[config.mk]
export PLATFORM = sky130hd
export DESIGN_NAME = csr_trap_unit_flat
export DESIGN_NICKNAME = d
export VERILOG_FILES = /design/src/rtl/otter_csr_pkg.sv /design/src/rtl/csr_trap_unit_if.sv /design/src/rtl/intr_sync.sv /design/src/rtl/csr_trap_unit.sv /design/src/flat_wrapper.sv
export SDC_FILE = /design/constraint.sdc
export NUM_CORES = 1
export LEC_CHECK = 0
export CAP_MARGIN = 20
export CELL_PAD_IN_SITES_DETAIL_PLACEMENT = 1
export CELL_PAD_IN_SITES_GLOBAL_PLACEMENT = 2
export CORE_AREA = 3 3 156 173
export CTS_BUF_LIST = sky130_fd_sc_hd__clkbuf_4
export CTS_CLUSTER_SIZE = 25
export DETAILED_ROUTE_END_ITERATION = 10
export DIE_AREA = 0 0 159 176
export PLACE_DENSITY = 0.75
export SLEW_MARGIN = 5
export SYNTH_ARGS = -nofsm -noshare
export SYNTH_HDL_FRONTEND = slang
export SYNTH_HIERARCHICAL = 1
export SYNTH_SLANG_ARGS = --single-unit
[constraint.sdc]
create_clock -name CLK -period 4.2 [get_ports CLK]
set_input_delay 0.42 -clock CLK [delete_from_list [all_inputs] [get_ports CLK]]
set_output_delay 0.42 -clock CLK [all_outputs]
set_load 0.01 [all_outputs]
[src/rtl/otter_csr_pkg.sv]
// Shared CSR addresses, bit positions and cause codes for the OTTER machine-mode
// CSR file and trap sequencer.
package otter_csr_pkg;

    localparam logic [11:0] ADDR_MSTATUS = 12'h300;
    localparam logic [11:0] ADDR_MIE     = 12'h304;
    localparam logic [11:0] ADDR_MTVEC   = 12'h305;
    localparam logic [11:0] ADDR_MEPC    = 12'h341;
    localparam logic [11:0] ADDR_MCAUSE  = 12'h342;

    localparam int MSTATUS_MIE_BIT  = 3;
    localparam int MSTATUS_MPIE_BIT = 7;
    localparam int MIE_MEIE_BIT     = 11;

    localparam logic [31:0] MCAUSE_MEI = 32'h8000_000B;

    typedef enum logic [11:0] {
        CSR_MSTATUS = ADDR_MSTATUS,
        CSR_MIE     = ADDR_MIE,
        CSR_MTVEC   = ADDR_MTVEC,
        CSR_MEPC    = ADDR_MEPC,
        CSR_MCAUSE  = ADDR_MCAUSE
    } csr_addr_t;

    // Places a single stored flag at its architectural bit position, all else zero.
    function automatic logic [31:0] flag_at(input int pos, input logic val);
        logic [31:0] r;
        r      = '0;
        r[pos] = val;
        return r;
    endfunction

endpackage

[src/rtl/csr_trap_unit_if.sv]
// Commit-stage CSR / trap bus between the pipeline (master) and csr_trap_unit (slave).
interface csr_trap_unit_if;

    logic        commit_valid;
    logic [31:0] commit_pc;
    logic [11:0] csr_addr;
    logic        csr_WE;
    logic [31:0] csr_wd;
    logic        mret_exec;

    logic [31:0] csr_rd;
    logic        redirect;
    logic [31:0] redirect_pc;
    logic        intr_taken;

    modport master (
        output commit_valid, commit_pc, csr_addr, csr_WE, csr_wd, mret_exec,
        input  csr_rd, redirect, redirect_pc, intr_taken
    );

    modport slave (
        input  commit_valid, commit_pc, csr_addr, csr_WE, csr_wd, mret_exec,
        output csr_rd, redirect, redirect_pc, intr_taken
    );

endinterface

[src/rtl/intr_sync.sv]
// N-flop synchronizer for the asynchronous interrupt level, rising-edge detect and
// a pending latch that holds until the trap sequencer clears it.
module intr_sync #(
    parameter int STAGES = 2
) (
    input  logic clk,
    input  logic rst_n,
    input  logic async_in,
    input  logic clr,
    output logic pending
);

    logic [STAGES-1:0] sync_q;
    logic              level_d;
    logic              pending_q;
    logic              rise;

    // NOTE: sequential state uses non-blocking assignments so every flop samples
    // the pre-edge value of its neighbour; blocking here would collapse the chain.
    always_ff @(posedge clk or negedge rst_n) begin
        if (!rst_n) begin
            sync_q  <= '0;
            level_d <= 1'b0;
        end else begin
            sync_q  <= {sync_q[STAGES-2:0], async_in};
            level_d <= sync_q[STAGES-1];
        end
    end

    assign rise = sync_q[STAGES-1] & ~level_d;

    // A fresh edge is visible as pending in the same cycle it is detected, so the
    // sequencer can take it without an extra cycle of latency.
    assign pending = pending_q | rise;

    always_ff @(posedge clk or negedge rst_n) begin
        if (!rst_n) begin
            pending_q <= 1'b0;
        end else begin
            pending_q <= pending & ~clr;
        end
    end

endmodule

[src/rtl/csr_trap_unit.sv]
// Machine-mode CSR file and external-interrupt / MRET sequencer at the commit
// point of the OTTER pipeline; drives the registered fetch redirect.
module csr_trap_unit
    import otter_csr_pkg::*;
#(
    parameter logic [31:0] MTVEC_RST   = 32'h0000_0000,
    parameter int          SYNC_STAGES = 2
) (
    input  logic            CLK,
    input  logic            RST_N,
    input  logic            intr,
    csr_trap_unit_if.slave  bus
);

    logic        mstatus_mie;
    logic        mstatus_mpie;
    logic        mie_meie;
    logic [31:2] mtvec_q;
    logic [31:2] mepc_q;
    logic [31:0] mcause_q;

    logic        redirect_q;
    logic        intr_taken_q;
    logic [31:0] redirect_pc_q;

    logic        pending;
    logic        take;
    logic        do_mret;
    logic        do_write;
    logic [31:0] csr_rd_c;

    intr_sync #(
        .STAGES (SYNC_STAGES)
    ) u_intr_sync (
        .clk      (CLK),
        .rst_n    (RST_N),
        .async_in (intr),
        .clr      (take),
        .pending  (pending)
    );

    // The redirect cycle is always a flushed bubble; the guard keeps a stray
    // commit_valid there from starting a second trap entry.
    assign take     = pending & mstatus_mie & mie_meie & bus.commit_valid & ~redirect_q;
    assign do_mret  = bus.commit_valid & bus.mret_exec & ~take;
    assign do_write = bus.commit_valid & bus.csr_WE & ~take & ~do_mret;

    // NOTE: every combinational output gets a default before the case so no path
    // leaves it unassigned, which would otherwise infer a latch.
    always_comb begin
        csr_rd_c = '0;
        case (bus.csr_addr)
            CSR_MSTATUS: csr_rd_c = flag_at(MSTATUS_MIE_BIT, mstatus_mie)
                                  | flag_at(MSTATUS_MPIE_BIT, mstatus_mpie);
            CSR_MIE:     csr_rd_c = flag_at(MIE_MEIE_BIT, mie_meie);
            CSR_MTVEC:   csr_rd_c = {mtvec_q, 2'b00};
            CSR_MEPC:    csr_rd_c = {mepc_q, 2'b00};
            CSR_MCAUSE:  csr_rd_c = mcause_q;
            default:     csr_rd_c = '0;
        endcase
    end

    // Priority: interrupt entry, then MRET, then an ordinary CSR write.
    always_ff @(posedge CLK or negedge RST_N) begin
        if (!RST_N) begin
            mstatus_mie  <= 1'b0;
            mstatus_mpie <= 1'b0;
            mie_meie     <= 1'b0;
            mtvec_q      <= MTVEC_RST[31:2];
            mepc_q       <= '0;
            mcause_q     <= '0;
        end else if (take) begin
            mepc_q       <= bus.commit_pc[31:2];
            mcause_q     <= MCAUSE_MEI;
            mstatus_mpie <= mstatus_mie;
            mstatus_mie  <= 1'b0;
        end else if (do_mret) begin
            mstatus_mie  <= mstatus_mpie;
            mstatus_mpie <= 1'b1;
        end else if (do_write) begin
            case (bus.csr_addr)
                CSR_MSTATUS: begin
                    mstatus_mie  <= bus.csr_wd[MSTATUS_MIE_BIT];
                    mstatus_mpie <= bus.csr_wd[MSTATUS_MPIE_BIT];
                end
                CSR_MIE:    mie_meie <= bus.csr_wd[MIE_MEIE_BIT];
                CSR_MTVEC:  mtvec_q  <= bus.csr_wd[31:2];
                CSR_MEPC:   mepc_q   <= bus.csr_wd[31:2];
                CSR_MCAUSE: mcause_q <= bus.csr_wd;
                default:    ;
            endcase
        end
    end

    // Redirect target is captured from the pre-update mtvec/mepc of the commit cycle.
    always_ff @(posedge CLK or negedge RST_N) begin
        if (!RST_N) begin
            redirect_q    <= 1'b0;
            intr_taken_q  <= 1'b0;
            redirect_pc_q <= '0;
        end else begin
            redirect_q   <= take | do_mret;
            intr_taken_q <= take;
            if (take) begin
                redirect_pc_q <= {mtvec_q, 2'b00};
            end else if (do_mret) begin
                redirect_pc_q <= {mepc_q, 2'b00};
            end
        end
    end

    assign bus.csr_rd      = csr_rd_c;
    assign bus.redirect    = redirect_q;
    assign bus.intr_taken  = intr_taken_q;
    assign bus.redirect_pc = redirect_pc_q;

endmodule

[src/flat_wrapper.sv]
// flat-port wrapper written by rule: the top's interface ports become plain ports
module csr_trap_unit_flat import otter_csr_pkg::*;
#(
    parameter logic [31:0] MTVEC_RST   = 32'h0000_0000,
    parameter int          SYNC_STAGES = 2
)
  (CLK, RST_N, intr, bus_commit_valid, bus_commit_pc, bus_csr_addr, bus_csr_WE, bus_csr_wd, bus_mret_exec, bus_csr_rd, bus_redirect, bus_redirect_pc, bus_intr_taken);
  csr_trap_unit_if bus_i ();
  input  logic CLK;
  input  logic RST_N;
  input  logic intr;
  input wire logic [$bits(bus_i.commit_valid)-1:0] bus_commit_valid;
  input wire logic [$bits(bus_i.commit_pc)-1:0] bus_commit_pc;
  input wire logic [$bits(bus_i.csr_addr)-1:0] bus_csr_addr;
  input wire logic [$bits(bus_i.csr_WE)-1:0] bus_csr_WE;
  input wire logic [$bits(bus_i.csr_wd)-1:0] bus_csr_wd;
  input wire logic [$bits(bus_i.mret_exec)-1:0] bus_mret_exec;
  output wire logic [$bits(bus_i.csr_rd)-1:0] bus_csr_rd;
  output wire logic [$bits(bus_i.redirect)-1:0] bus_redirect;
  output wire logic [$bits(bus_i.redirect_pc)-1:0] bus_redirect_pc;
  output wire logic [$bits(bus_i.intr_taken)-1:0] bus_intr_taken;
  assign bus_i.commit_valid = bus_commit_valid;
  assign bus_i.commit_pc = bus_commit_pc;
  assign bus_i.csr_addr = bus_csr_addr;
  assign bus_i.csr_WE = bus_csr_WE;
  assign bus_i.csr_wd = bus_csr_wd;
  assign bus_i.mret_exec = bus_mret_exec;
  assign bus_csr_rd = bus_i.csr_rd;
  assign bus_redirect = bus_i.redirect;
  assign bus_redirect_pc = bus_i.redirect_pc;
  assign bus_intr_taken = bus_i.intr_taken;
  csr_trap_unit #(.MTVEC_RST(MTVEC_RST), .SYNC_STAGES(SYNC_STAGES)) u_core (.CLK(CLK), .RST_N(RST_N), .intr(intr), .bus(bus_i));
endmodule
==> run_results.csv <==
group,metric,value,unit
pwr,vdd_drop_max,0.169,mV
critical_path,path_cells,"clkdlybuf4s50_1, or3_1, nor4b_4, nand3_2, buf_12, o21ai_0, clkdlybuf4s50_1",
global_route,grt_max_degree,81,
global_route,grt_pass1_wl,35.3,mm
clock_tree,cts_buffers,17,
synthesis,synth_seq_cells,131,
timing,fin_crit_sh,83.6,%
synthesis,synth_edf_count,0,
placement,place_hpwl,13.7,mm
finish,areaGrowthSynthToFinish,34.3,%
drt,ant_nets,0,
synthesis,synth_cells,664,
clock_tree,insertion_delay,0.53,ns
clock_tree,post_cts_resized,0,
critical_path,crit_top_cell,"clkdlybuf4s50_1",
pwr,p_sw,0.590,mW
finish,final_cell_area,8490,µm²
clock_tree,post_cts_buffers,0,
timing,setup_viol,0,
floorplan,io_pins,148,
clock_tree,cts-root-buf,"clkbuf_4",
critical_path,critPathMaxFanout,19,
pwr,power_frac_seq,53.8,%
critical_path,critPathMaxStageDelay,0.59,ns
placement,numPortBuffers,143,
floorplan,fp.coreArea,25300,µm²
finish,drive_above_1_share,8.48,%
timing,hold_viol,0,
timing,period_minus_slack,3.51,ns
global_route,grt_pass1_vias,6097,
timing,worstMarginPinSlew,0.897,ns
drt,drc,0,
floorplan,rows,61,
drt,via_count,5678,
pwr,swShare,24.8,%
clock_tree,clock-sinks,131,
synthesis,async_flop_share,100,%
drt,drt_iter0_markers,283,
timing,clock_skew,0.0181,ns
critical_path,path_class,"in2out",
global_route,grt_overflow,0,
floorplan,start_util,24.9,%
pwr,p_comb_share,7.8,%
synthesis,ys_seq_area_share,51.9,%
flow_run,cap_violations,0,
synthesis,ys.warnings.count,6,
floorplan,die_w,159,µm
pwr,power,2.38,mW
critical_path,cp-start-kind,"input port",
finish,multi_input_area,2710,µm²
timing,rsz0062_at_grt,"no",
timing,clock.fmax,0.285,GHz
critical_path,crit_required,3.78,ns
drt,vias_per_cell,4.94,
finish,nFillCells,2970,
placement,gp_congestion,0.722,
clock_tree,cts_tree,"built",
pwr,p_leak,3.60,nW
global_route,antenna_found_initial,1,
timing,slew_viol_final,0,
critical_path,cp-end-kind,"output pin",
pwr,power_density,280,nW/µm²
finish,regArea,3280,µm²
finish,fin_nets,871,
clock_tree,ctsHtreeMaxLevel,4,
synthesis,avgSynthCellArea,9.52,µm²
clock_tree,cts_buffer_depth,2,
synthesis,synth_flop_cell,"dfrtp_1",
drt,wl_per_cell,19.1,µm
drt,wl,22.0,mm
critical_path,worstPathArrival,3.09,ns
status,status,"finished, final reports clean",
clock_tree,cts-hold-fix-buffers,1,
min_path,hp-class,"in2reg",
timing,fin_hold_ws,0.325,ns
floorplan,die_h,176,µm
floorplan,dieArea,28000,µm²
clock_tree,clk_pin_slew,0.11,ns
synthesis,synth_area,6320,µm²
pwr,clockPowerShare,38.5,%
global_route,grtUsageTotal,15.9,%
synthesis,synth_cell_types,37,
pwr,internal-power,1.79,mW
placement,placed_area,8180,µm²
timing,tns,0,ns
timing,max-slew-margin-rel,40.0,%
critical_path,cp_slowest_cell,"clkdlybuf4s50_1",
drt,dr.pass1.iters,4,
==> final timing paths <==
check                                                   from                           end  slack, ns  depth (start not counted)
worst min-delay path                                    intr  u_core/u_intr_sync/sync_q[0]       0.32                          1
worst min register to register  u_core/u_intr_sync/sync_q[0]  u_core/u_intr_sync/sync_q[1]       0.36                          0
min in group asynchronous                              RST_N             u_core/mepc_q[28]       0.53                          2
worst max register to register  u_core/u_intr_sync/sync_q[1]            u_core/mcause_q[3]       1.79                          7
worst max-delay path                         bus_csr_addr[5]                bus_csr_rd[17]       0.69                          7
max in group asynchronous                              RST_N             u_core/mepc_q[17]       2.77                          3
==> cell type report <==
type	count	share of cell area, %
Antenna cell	2	0.0590
Clock buffer	20	1.77
Clock inverter	12	1.64
Inverter	30	1.36
Multi-Input combinational cell	443	31.9
Sequential cell	131	38.6
Tap cell	346	5.10
Timing Repair Buffer	166	19.5
==> cell usage in the layout, fill, tap and decap left out, types with 2 or more instances in the layout <==
cell type / instances
a22oi_1: 27
and2_1: 2
a21oi_1: 59
a31oi_1: 30
clkdlybuf4s50_1: 142
mux2i_1: 30
dfrtp_1: 131
buf_12: 4
nand2_1: 38
conb_1: 2
mux2_2: 3
clkinv_2: 3
clkbuf_4: 20
clkinvlp_4: 3
clkinv_1: 3
mux2_1: 30
buf_4: 18
inv_1: 29
a221o_1: 2
bufinv_16: 3
and3b_1: 2
diode_2: 2
nand4_1: 3
nand3_1: 39
o21ai_0: 121
and4_2: 2
a21boi_0: 2
nor2_1: 33
nand2_2: 2
==> synth_stat cells, types with 3 or more instances <==
cell | instances | area share, %
inv_1 | 30 | 1.8
nand3_1 | 40 | 3.2
mux2_1 | 30 | 5.3
mux2_2 | 3 | 0.53
mux2i_1 | 30 | 4.8
nand4_1 | 3 | 0.30
a31oi_1 | 30 | 3.0
dfrtp_1 | 131 | 52
nor2_1 | 33 | 2.0
a21oi_1 | 59 | 4.7
buf_2 | 4 | 0.32
buf_1 | 9 | 0.53
a22oi_1 | 27 | 3.2
clkbuf_1 | 46 | 2.7
o21ai_0 | 121 | 9.6
nand2_1 | 40 | 2.4
==> flip-flops by register name, indices dropped and copies added (netlist names) <==
| register | count |
|---|---|
| u_core/bus.intr_taken | 1 |
| u_core/mepc_q | 30 |
| u_core/u_intr_sync/sync_q | 2 |
| u_core/mstatus_mie | 1 |
| u_core/mtvec_q | 30 |
| u_core/bus.redirect | 1 |
| u_core/u_intr_sync/level_d | 1 |
| u_core/mstatus_mpie | 1 |
| u_core/mie_meie | 1 |
| u_core/mcause_q | 32 |
| u_core/bus.redirect_pc | 30 |
| u_core/u_intr_sync/pending_q | 1 |
==> through the flow <==
stage / worst slack (ns) / std cells / utilization [%]
final: 0.689 / 1150 / 33.5
after global routing: 0.595 / 1150 / 33.5
after CTS: 0.654 / 1148 / 33.5
after detailed placement: 0.659 / 1115 / 32.3
after global placement: 0.677 / 1115 / 32.3
after floorplan: 1.88 / 665 / -
==> layer usage <==
| metal | up-vias | GRT usage (%) | share of wire [%] |
|---|---|---|---|
| li1 | 2625 | - | - |
| met4 | 0 | 3.83 | 0.79 |
| met2 | 118 | 27.1 | 49 |
| met3 | 13 | 3.54 | 3.8 |
| met5 | - | 0 | 0 |
| met1 | 2922 | 20.7 | 46 |
==> logic make-up after synthesis <==
family	count (synthesis)	share of synthesized area [%]
AO/OA/AOI/OAI	245	21.5
AND/OR/NAND/NOR	133	10.3
flip-flops	131	51.9
buffers and inverters	91	5.60
multiplexers	63	10.6
other	1	0.0593
==> critical path: cells and delay by family <==
kind / cells / cell delay (ns)
buffers and inverters: 3 / 1.29
and+or+nand+nor: 3 / 1.12
AOI/OAI and AO/OA: 1 / 0.25
==> power by group through the flow <==
stage	logic, mW	registers [mW]	clock network (mW)
global placement	0.187	1.30	0
detailed placement	0.189	1.30	0
CTS	0.190	1.28	0.962
finish	0.185	1.28	0.914
floorplan	0.0441	1.30	0
global route	0.203	1.28	1.02
(Power assumes the default switching activity.)
